File: src/rtl/xge_pkt_gen_if.sv
// MAC transmit packet interface between the traffic generator and the MAC.
// The master drives frame words; the slave returns FIFO-full backpressure.
interface xge_pkt_gen_if;
    logic [63:0] pkt_tx_data;
    logic        pkt_tx_val;
    logic        pkt_tx_sop;
    logic        pkt_tx_eop;
    logic [2:0]  pkt_tx_mod;
    logic        pkt_tx_full;

    modport master (
        output pkt_tx_data, pkt_tx_val, pkt_tx_sop, pkt_tx_eop, pkt_tx_mod,
        input  pkt_tx_full
    );

    modport slave (
        input  pkt_tx_data, pkt_tx_val, pkt_tx_sop, pkt_tx_eop, pkt_tx_mod,
        output pkt_tx_full
    );
endinterface

File: src/rtl/xge_pkt_gen.sv
// xge_pkt_gen: Ethernet frame source for the 10G tester (frames without FCS).
// Frame = {DA, SA, EtherType, seq} header words followed by payload words.
// Word emission is gated by pkt_tx_full; all state is held while full.
// Optional feature macro: XGE_PKT_GEN_PRBS_EN adds cfg_prbs, which selects a
// PRBS31 payload (x^31+x^28+1, 64 bits per word, reseeded at every sop).
module xge_pkt_gen #(
    parameter int MIN_LEN = 60,
    parameter int MAX_LEN = 9600
) (
    input  logic        clk_156,
    input  logic        async_reset,
    input  logic        start,
    input  logic        stop,
    input  logic [13:0] cfg_len,
    input  logic [31:0] cfg_pkt_num,
    input  logic [15:0] cfg_gap,
    input  logic [47:0] cfg_da,
    input  logic [47:0] cfg_sa,
    input  logic [15:0] cfg_etype,
`ifdef XGE_PKT_GEN_PRBS_EN
    input  logic        cfg_prbs,
`endif
    xge_pkt_gen_if.master tx,
    output logic        busy,
    output logic        done,
    output logic [31:0] tx_pkt_cnt,
    output logic [47:0] tx_byte_cnt
);

    typedef enum logic [2:0] {
        IDLE    = 3'd0,
        HDR0    = 3'd1,
        HDR1    = 3'd2,
        PAYLOAD = 3'd3,
        GAP     = 3'd4,
        DONE    = 3'd5
    } state_t;

    state_t      state, state_d;

    logic [13:0] len_q;
    logic [11:0] words_q;
    logic [2:0]  mod_q;
    logic [31:0] pkt_num_q;
    logic [15:0] gap_q;
    logic [47:0] da_q;
    logic [47:0] sa_q;
    logic [15:0] etype_q;
    logic [15:0] seq_q;
    logic [11:0] idx_q;
    logic [15:0] gap_cnt_q;
    logic        stop_pend_q;

    logic [13:0] len_c;
    logic [14:0] len_round;
    logic        start_acc;
    logic        word_state;
    logic        fire;
    logic        is_last;
    logic        stop_any;
    logic        finish;
    logic [15:0] k16;
    logic [63:0] word;
    logic [63:0] keep;

`ifdef XGE_PKT_GEN_PRBS_EN
    localparam logic [30:0] PRBS_SEED = 31'h7FFF_FFFF;
    logic        prbs_q;
    logic [30:0] lfsr_q;
    logic [30:0] lfsr_next;
    logic [63:0] prbs_word;

    // Advance the PRBS31 generator by 64 bits; first generated bit lands in [63].
    always_comb begin
        lfsr_next = lfsr_q;
        prbs_word = '0;
        for (int i = 0; i < 64; i++) begin
            prbs_word = {prbs_word[62:0], lfsr_next[30] ^ lfsr_next[27]};
            lfsr_next = {lfsr_next[29:0], lfsr_next[30] ^ lfsr_next[27]};
        end
    end
`endif

    // Clamp the requested length and derive the word count for the latched config.
    always_comb begin
        len_c = cfg_len;
        if (cfg_len < 14'(MIN_LEN))
            len_c = 14'(MIN_LEN);
        else if (cfg_len > 14'(MAX_LEN))
            len_c = 14'(MAX_LEN);
        len_round = {1'b0, len_c} + 15'd7;
    end

    assign start_acc  = start && (state == IDLE || state == DONE);
    assign word_state = (state == HDR0) || (state == HDR1) || (state == PAYLOAD);
    assign fire       = word_state && !tx.pkt_tx_full;
    assign is_last    = (state == PAYLOAD) && (idx_q == words_q - 12'd1);
    assign stop_any   = stop_pend_q || stop;
    assign finish     = ((pkt_num_q != 32'd0) && (tx_pkt_cnt + 32'd1 == pkt_num_q)) || stop_any;
    assign k16        = {4'b0, idx_q};
    assign keep       = ~(64'hFFFF_FFFF_FFFF_FFFF >> {mod_q, 3'b000});

    // Select the word for the current state and zero the unused tail bytes of the eop word.
    always_comb begin
        word = '0;
        case (state)
            HDR0:    word = {da_q, sa_q[47:32]};
            HDR1:    word = {sa_q[31:0], etype_q, seq_q};
            PAYLOAD: begin
`ifdef XGE_PKT_GEN_PRBS_EN
                if (prbs_q)
                    word = prbs_word;
                else
                    word = {seq_q, k16, ~seq_q, ~k16};
`else
                word = {seq_q, k16, ~seq_q, ~k16};
`endif
            end
            default: word = '0;
        endcase
        if (is_last && mod_q != 3'd0)
            word = word & keep;
    end

    assign tx.pkt_tx_data = word;
    assign tx.pkt_tx_val  = fire;
    assign tx.pkt_tx_sop  = fire && (state == HDR0);
    assign tx.pkt_tx_eop  = fire && is_last;
    assign tx.pkt_tx_mod  = (fire && is_last) ? mod_q : 3'd0;
    assign busy           = word_state || (state == GAP);
    assign done           = (state == DONE);

    // State register.
    always_ff @(posedge clk_156 or posedge async_reset) begin
        if (async_reset)
            state <= IDLE;
        else
            state <= state_d;
    end

    // Next-state logic: header/payload advance only on emitted words, gap counts free-running.
    always_comb begin
        state_d = state;
        case (state)
            IDLE, DONE: if (start) state_d = HDR0;
            HDR0:       if (fire) state_d = HDR1;
            HDR1:       if (fire) state_d = PAYLOAD;
            PAYLOAD: begin
                if (fire && is_last) begin
                    if (finish)
                        state_d = DONE;
                    else if (gap_q == 16'd0)
                        state_d = HDR0;
                    else
                        state_d = GAP;
                end
            end
            GAP: begin
                if (stop_any)
                    state_d = DONE;
                else if (gap_cnt_q == 16'd0)
                    state_d = HDR0;
            end
            default: state_d = IDLE;
        endcase
    end

    // Config latch, word index, gap counter, sequence number and statistics.
    always_ff @(posedge clk_156 or posedge async_reset) begin
        if (async_reset) begin
            len_q       <= '0;
            words_q     <= '0;
            mod_q       <= '0;
            pkt_num_q   <= '0;
            gap_q       <= '0;
            da_q        <= '0;
            sa_q        <= '0;
            etype_q     <= '0;
            seq_q       <= '0;
            idx_q       <= '0;
            gap_cnt_q   <= '0;
            stop_pend_q <= 1'b0;
            tx_pkt_cnt  <= '0;
            tx_byte_cnt <= '0;
        end else if (start_acc) begin
            len_q       <= len_c;
            words_q     <= len_round[14:3];
            mod_q       <= len_c[2:0];
            pkt_num_q   <= cfg_pkt_num;
            gap_q       <= cfg_gap;
            da_q        <= cfg_da;
            sa_q        <= cfg_sa;
            etype_q     <= cfg_etype;
            seq_q       <= '0;
            idx_q       <= '0;
            gap_cnt_q   <= '0;
            stop_pend_q <= 1'b0;
            tx_pkt_cnt  <= '0;
            tx_byte_cnt <= '0;
        end else begin
            if (busy && stop)
                stop_pend_q <= 1'b1;
            if (fire) begin
                if (state == HDR0)
                    idx_q <= 12'd1;
                else if (state == HDR1)
                    idx_q <= 12'd2;
                else if (is_last) begin
                    idx_q       <= '0;
                    tx_pkt_cnt  <= tx_pkt_cnt + 32'd1;
                    tx_byte_cnt <= tx_byte_cnt + {34'b0, len_q};
                    seq_q       <= seq_q + 16'd1;
                    gap_cnt_q   <= gap_q - 16'd1;
                end else
                    idx_q <= idx_q + 12'd1;
            end
            if (state == GAP)
                gap_cnt_q <= gap_cnt_q - 16'd1;
        end
    end

`ifdef XGE_PKT_GEN_PRBS_EN
    // PRBS generator: reseeded on the sop word, advanced on each emitted payload word.
    always_ff @(posedge clk_156 or posedge async_reset) begin
        if (async_reset) begin
            prbs_q <= 1'b0;
            lfsr_q <= PRBS_SEED;
        end else if (start_acc) begin
            prbs_q <= cfg_prbs;
            lfsr_q <= PRBS_SEED;
        end else if (fire && state == HDR0) begin
            lfsr_q <= PRBS_SEED;
        end else if (fire && state == PAYLOAD) begin
            lfsr_q <= lfsr_next;
        end
    end
`endif

endmodule

File: src/flat_wrapper.sv
// flat-port wrapper written by rule: the top's interface ports become plain ports
module xge_pkt_gen_flat 
#(
    parameter int MIN_LEN = 60,
    parameter int MAX_LEN = 9600
)
  (clk_156, async_reset, start, stop, cfg_len, cfg_pkt_num, cfg_gap, cfg_da, cfg_sa, cfg_etype, busy, done, tx_pkt_cnt, tx_byte_cnt, tx_pkt_tx_data, tx_pkt_tx_val, tx_pkt_tx_sop, tx_pkt_tx_eop, tx_pkt_tx_mod, tx_pkt_tx_full);
  xge_pkt_gen_if tx_i ();
  input  logic clk_156;
  input  logic async_reset;
  input  logic start;
  input  logic stop;
  input  logic [13:0] cfg_len;
  input  logic [31:0] cfg_pkt_num;
  input  logic [15:0] cfg_gap;
  input  logic [47:0] cfg_da;
  input  logic [47:0] cfg_sa;
  input  logic [15:0] cfg_etype;
  output logic busy;
  output logic done;
  output logic [31:0] tx_pkt_cnt;
  output logic [47:0] tx_byte_cnt;
  output wire logic [$bits(tx_i.pkt_tx_data)-1:0] tx_pkt_tx_data;
  output wire logic [$bits(tx_i.pkt_tx_val)-1:0] tx_pkt_tx_val;
  output wire logic [$bits(tx_i.pkt_tx_sop)-1:0] tx_pkt_tx_sop;
  output wire logic [$bits(tx_i.pkt_tx_eop)-1:0] tx_pkt_tx_eop;
  output wire logic [$bits(tx_i.pkt_tx_mod)-1:0] tx_pkt_tx_mod;
  input wire logic [$bits(tx_i.pkt_tx_full)-1:0] tx_pkt_tx_full;
  assign tx_pkt_tx_data = tx_i.pkt_tx_data;
  assign tx_pkt_tx_val = tx_i.pkt_tx_val;
  assign tx_pkt_tx_sop = tx_i.pkt_tx_sop;
  assign tx_pkt_tx_eop = tx_i.pkt_tx_eop;
  assign tx_pkt_tx_mod = tx_i.pkt_tx_mod;
  assign tx_i.pkt_tx_full = tx_pkt_tx_full;
  xge_pkt_gen #(.MIN_LEN(MIN_LEN), .MAX_LEN(MAX_LEN)) u_core (.clk_156(clk_156), .async_reset(async_reset), .start(start), .stop(stop), .cfg_len(cfg_len), .cfg_pkt_num(cfg_pkt_num), .cfg_gap(cfg_gap), .cfg_da(cfg_da), .cfg_sa(cfg_sa), .cfg_etype(cfg_etype), .tx(tx_i), .busy(busy), .done(done), .tx_pkt_cnt(tx_pkt_cnt), .tx_byte_cnt(tx_byte_cnt));
endmodule
File: config.mk
export PLATFORM = sky130hd
export DESIGN_NAME = xge_pkt_gen_flat
export DESIGN_NICKNAME = d
export VERILOG_FILES = /design/src/rtl/xge_pkt_gen_if.sv /design/src/rtl/xge_pkt_gen.sv /design/src/flat_wrapper.sv
export SDC_FILE = /design/constraint.sdc
export NUM_CORES = 1
export LEC_CHECK = 0
export BUFFER_PORTS_ARGS = -buffer_cell sky130_fd_sc_hd__buf_4
export CORE_ASPECT_RATIO = 2
export CORE_UTILIZATION = 40
export DETAILED_ROUTE_END_ITERATION = 7
export SLEW_MARGIN = 25
export SYNTH_ARGS = -nofsm -noshare
export SYNTH_HDL_FRONTEND = slang
export SYNTH_SLANG_ARGS = --single-unit
File: constraint.sdc
create_clock -name clk_156 -period 23.4 [get_ports clk_156]
set_input_delay 4.68 -clock clk_156 [delete_from_list [all_inputs] [get_ports clk_156]]
set_output_delay 4.68 -clock clk_156 [all_outputs]
set_load 0.02 [all_outputs]
## Word level (Yosys, flattened, before mapping)

Cells that the tools add are included.

| storage, ports and cells | value |
|---|---|
| bits in registers | 317 |
| bits in latches | 0 |
| bits in writable memories | 0 |
| ROM bits | 0 |
| input port bits | 179 |
| output and inout port bits | 152 |
| logic and storage cells | 117 |
| memories | 0 |

| operators by class | value |
|---|---|
| $add $sub $neg | 8 |
| $mul | 0 |
| div/mod/pow operators | 0 |
| order comparisons | 2 |
| eq/ne operators | 16 |
| shifts and indexed selects | 1 |
| multiplexer cells | 42 |
| bitwise logic cells | 4 |
| reductions and logical operators | 29 |

Operators with widths:

| kind | count |
|---|---|
| 48-bit two-way mux | 5 |
| 64-bit one-hot mux with 3 select lines | 1 |
| 16-bit two-way mux | 11 |
| 32-bit two-way mux | 5 |
| 64-bit bitwise AND | 1 |
| 64-bit two-way mux | 1 |
| 64-bit NOT | 1 |
| 64-bit by 6-bit >> shifter with 64-bit output, first input constant | 1 |
| 12-bit two-way mux | 5 |
| 48-bit by 14-bit adder with 48-bit output | 1 |
| 32-bit by 1-bit adder with 32-bit output, second input constant | 1 |
| 32-bit == test | 1 |
| 16-bit logical NOT | 2 |
| 32-bit nonzero test | 1 |
| 16-bit by 1-bit subtractor with 16-bit output, second input constant | 2 |
| 14-bit two-way mux | 2 |
| 3-bit two-way mux | 9 |
| 16-bit by 1-bit adder with 16-bit output, second input constant | 1 |
| 12-bit NOT with 16-bit output | 1 |
| 16-bit NOT | 1 |
| 14-bit by 3-bit adder with 15-bit output, second input constant | 1 |
| 3-bit one-hot mux with 5 select lines | 1 |
| 14-bit > comparator, second input constant | 1 |
| 14-bit by 6-bit less-than comparator with 1-bit output, second input constant | 1 |
| 19 further kinds | 45 |

## Longest topological paths before layout

| logic depth | value |
|---|---|
| depth in word-level cells | 9 |
| mapped depth | 14 |
| depth with buffers taken out | 11 |

## Worst setup path after synthesis

Ideal clock, no wire load.

| timing | value |
|---|---|
| path kind | in2out |
| start point | input tx_pkt_tx_full |
| end point | output tx_pkt_tx_mod[0] |
| arrival time | 6.492 ns |
| required time | 18.720 ns |
| path slack | 12.228 ns |
| stages on the path | 5 |
| path buffers | 2 |
| path through | nor3_1 -> o22a_1 -> clkbuf_1 -> clkbuf_1 -> and3_1 |

| between the ends | value |
|---|---|
| cells in the longest elaborated chain, start to end | 4 |

Ends and longest elaborated chain:

| element | line | source |
|---|---|---|
| from (decl) | flat_wrapper.sv:28 | `input wire logic [$bits(tx_i.pkt_tx_full)-1:0] tx_pkt_tx_full;` |
| 1-bit logical NOT | xge_pkt_gen.sv:96 | `assign fire = word_state && !tx.pkt_tx_full;` |
| 1-bit logical AND | xge_pkt_gen.sv:96 |  |
| 1-bit logical AND | xge_pkt_gen.sv:129 | `assign tx.pkt_tx_mod = (fire && is_last) ? mod_q : 3'd0;` |
| 3-bit two-way mux | xge_pkt_gen.sv:129 |  |
| to (decl) | flat_wrapper.sv:27 | `output wire logic [$bits(tx_i.pkt_tx_mod)-1:0] tx_pkt_tx_mod;` |

Every way passes these cells.

## Final worst setup path

| timing | value |
|---|---|
| start point | input tx_pkt_tx_full |
| end point | output tx_pkt_tx_mod[1] |

Same word-level chain as after synthesis.

==> results.sh <==
export IMPL_power_density_mw_per_mm2=79.6
export IMPL_ys_warn_count=0
export IMPL_postLayoutCoreUtil_pct=49.7
export IMPL_routedWlPerCell_um=21.1
export IMPL_slew_headroom_pct=31.0
export IMPL_fp_row_count=110
export IMPL_first_iter_violations=1033
export IMPL_ant_nets=0
export IMPL_post_route_period_util_pct=51.6
export IMPL_total_power_mw=1.79
export IMPL_fmax_mhz=82.8
export IMPL_finClkSkew_ns=0.0118
export IMPL_leakagePower_nw=10.7
export IMPL_areaGrowthSynthToFinish_pct=22.2
export IMPL_ys_seq_elements=314
export IMPL_grtUsageTotal_pct=27.2
export IMPL_maxCapViolCount=0
export IMPL_synth_edf_count=0
export IMPL_layout_common_cells="540 x nand2_1, 346 x buf_4, 312 x dfrtp_1"
export IMPL_mostFrequentLayoutCell="nand2_1"
export IMPL_cts_tree="yes"
export IMPL_clk_latency_ns=0.53
export IMPL_rsz0062_at_grt="false"
export IMPL_hold_violations=0
export IMPL_cts_root_buf="clkbuf_16"
export IMPL_clkTransAtPathRegs_ns=0.06
export IMPL_cts_buffer_depth=3
export IMPL_hpwl_um=44900
export IMPL_finalWirelength_um=64300
export IMPL_crit_required_ns=18.72
export IMPL_seq_area_frac_synth_pct=42.8
export IMPL_vias=17800
export IMPL_grt_max_degree=243
export IMPL_core_mm2=0.0451
export IMPL_cp_end_kind="output port"
export IMPL_dieWidth_um=154
export IMPL_path_max_fanout=26
export IMPL_syn_nets=2422
export IMPL_first_global_vias=17900
export IMPL_numCtsBuffers=34
export IMPL_yosys_cell_types_count=77
export IMPL_clkSinkCount=314
export IMPL_portBuffers=330
export IMPL_num_antenna_cells=0
export IMPL_synthArstFlopShare_pct=100
export IMPL_cts_hold_buf=0
export IMPL_slew_viol_final=0
export IMPL_status="finished clean"
export IMPL_antenna_found_initial=1
export IMPL_ir_worst_vdd_v=0.0000507
export IMPL_path_class="in -> out"
export IMPL_drc=0
export IMPL_synth_top_cell_area_share_pct=42.8
export IMPL_io_pins=331
export IMPL_drt_first_pass_iters=6
export IMPL_yosysTopAreaCell="dfrtp_1"
export IMPL_design_die_area_mm2=0.0468
export IMPL_place_worst_setup_slack_ns=11.20
export IMPL_tightest_slew_ns=1.03
export IMPL_grt_pass1_wl_um=101000
export IMPL_place_congestion=0.899
export IMPL_postSynthAreaPerCell_um2=8.26
export IMPL_finalSetupTns_ns=0
export IMPL_layout_nets=2658
export IMPL_hp_class="reg -> reg"
export IMPL_synth_cells=2223
export IMPL_drive_gt1_share_pct=18.6
export IMPL_via_per_inst=5.84
export IMPL_instances_no_fill=3042
export IMPL_netlist_area_mm2=0.0184
export IMPL_cts_htree_levels=2
export IMPL_cp_arrival_ns=7.40
export IMPL_die_h_um=305
export IMPL_synth_area_leaders="dfrtp_1 43%, nand2_1 11%, o21ai_0 4.4%"
export IMPL_layout_setup_ws_ns=11.32
export IMPL_setup_viol=0
export IMPL_synth_ff_type="dfrtp_1"
export IMPL_min_period_ns=12.08
export IMPL_grt_ovfl_total=0
export IMPL_cts_resized=0
export IMPL_start_util_pct=40.7
export IMPL_dpl_cell_count=2982
export IMPL_start_kind="primary input"
export IMPL_postCtsSetupRepairBufs=0
[final timing paths]
check                                             from                               end  slack (ns)  depth (start not counted)
hold reg to reg            u_core.da_q[33]$_DFFE_PP0P_       u_core.da_q[33]$_DFFE_PP0P_        0.47                          2
max in group asynchronous                  async_reset       u_core.gap_q[9]$_DFFE_PP0P_       17.86                          3
setup reg to reg           u_core.state[1]$_DFFE_PP0P_  u_core.gap_cnt_q[10]$_DFFE_PP0P_       18.77                          8
min in group asynchronous                  async_reset  u_core.pkt_num_q[14]$_DFFE_PP0P_        4.28                          2
hold / removal             u_core.da_q[33]$_DFFE_PP0P_       u_core.da_q[33]$_DFFE_PP0P_        0.47                          2
setup / recovery                        tx_pkt_tx_full                  tx_pkt_tx_mod[1]       11.32                          7
[routing by layer]
| metal | track usage [%] | routed length, µm | vias up |
|---|---|---|---|
| met4 | 11.6 | 2650 | 0 |
| met2 | 49.7 | 33800 | 633 |
| li1 | - | - | 8279 |
| met1 | 31.3 | 24300 | 8711 |
| met5 | 0 | 0 | - |
| met3 | 3.95 | 3500 | 139 |
[cell usage after synthesis, drive strengths merged, types with 20 or more instances]
library cell / n
mux2: 22
nor2: 146
or4: 30
nor3: 43
clkbuf: 131
o31ai: 49
and4: 21
and3: 22
xor2: 36
a22oi: 59
nand2: 542
dfrtp: 314
xnor2: 64
a31oi: 20
nor4: 26
nand4: 34
buf: 20
inv: 61
or3: 36
nand3: 61
o21ai: 168
a21oi: 87
mux2i: 37
[sequential cells by signal, indices dropped and copies added, names as in the netlist]
register / count
u_core.da_q: 48
u_core.etype_q: 16
u_core.gap_cnt_q: 16
u_core.gap_q: 16
u_core.idx_q: 12
u_core.len_q: 12
u_core.mod_q: 2
u_core.pkt_num_q: 32
u_core.sa_q: 48
u_core.seq_q: 16
u_core.state: 3
u_core.stop_pend_q: 1
u_core.tx_byte_cnt: 48
u_core.tx_pkt_cnt: 32
u_core.words_q: 12
[where the power goes]
group | switching, mW | leakage [nW] | internal (mW)
Combinational | 0.232 | 6.01 | 0.186
Clock | 0.234 | 0.604 | 0.362
Sequential | 0.117 | 4.04 | 0.656
Total | 0.582 | 10.7 | 1.20
[final cells by class]
class                      instances  area (µm²)
timing repair buffer             351        2680
sequential                       314        7860
tap                              560         701
fill                            4450       22700
inverter                          61         236
clock inverter                     9         148
multi-input combinational       1697        9740
clock buffer                      50        1070
[metrics by stage]
step / area [µm²] / hold slack, ns
floorplan: 18400 / 0.440
global placement: 21200 / 0.455
detailed placement: 21200 / 0.458
CTS: 22400 / 0.474
global route: 22400 / 0.488
finish: 22400 / 0.469
[logic make-up after synthesis]
kind of cell,Yosys count,share of synthesized area [%]
xor+xnor,100,4.77
simple gates,1021,25.6
flops,314,42.8
mux,59,3.36
fa+ha+maj,20,1.40
compound gates,497,17.6
buf+inv,212,4.47
[worst max-delay path, cell delays in order]
cell and delay, ns:
buf_4 0.13, nor3_1 0.59, o22ai_4 0.12, nor2_1 0.77
nand2_2 0.68, nor2_1 0.25, buf_4 0.17
Note: power is estimated with default switching activity, not from simulation.
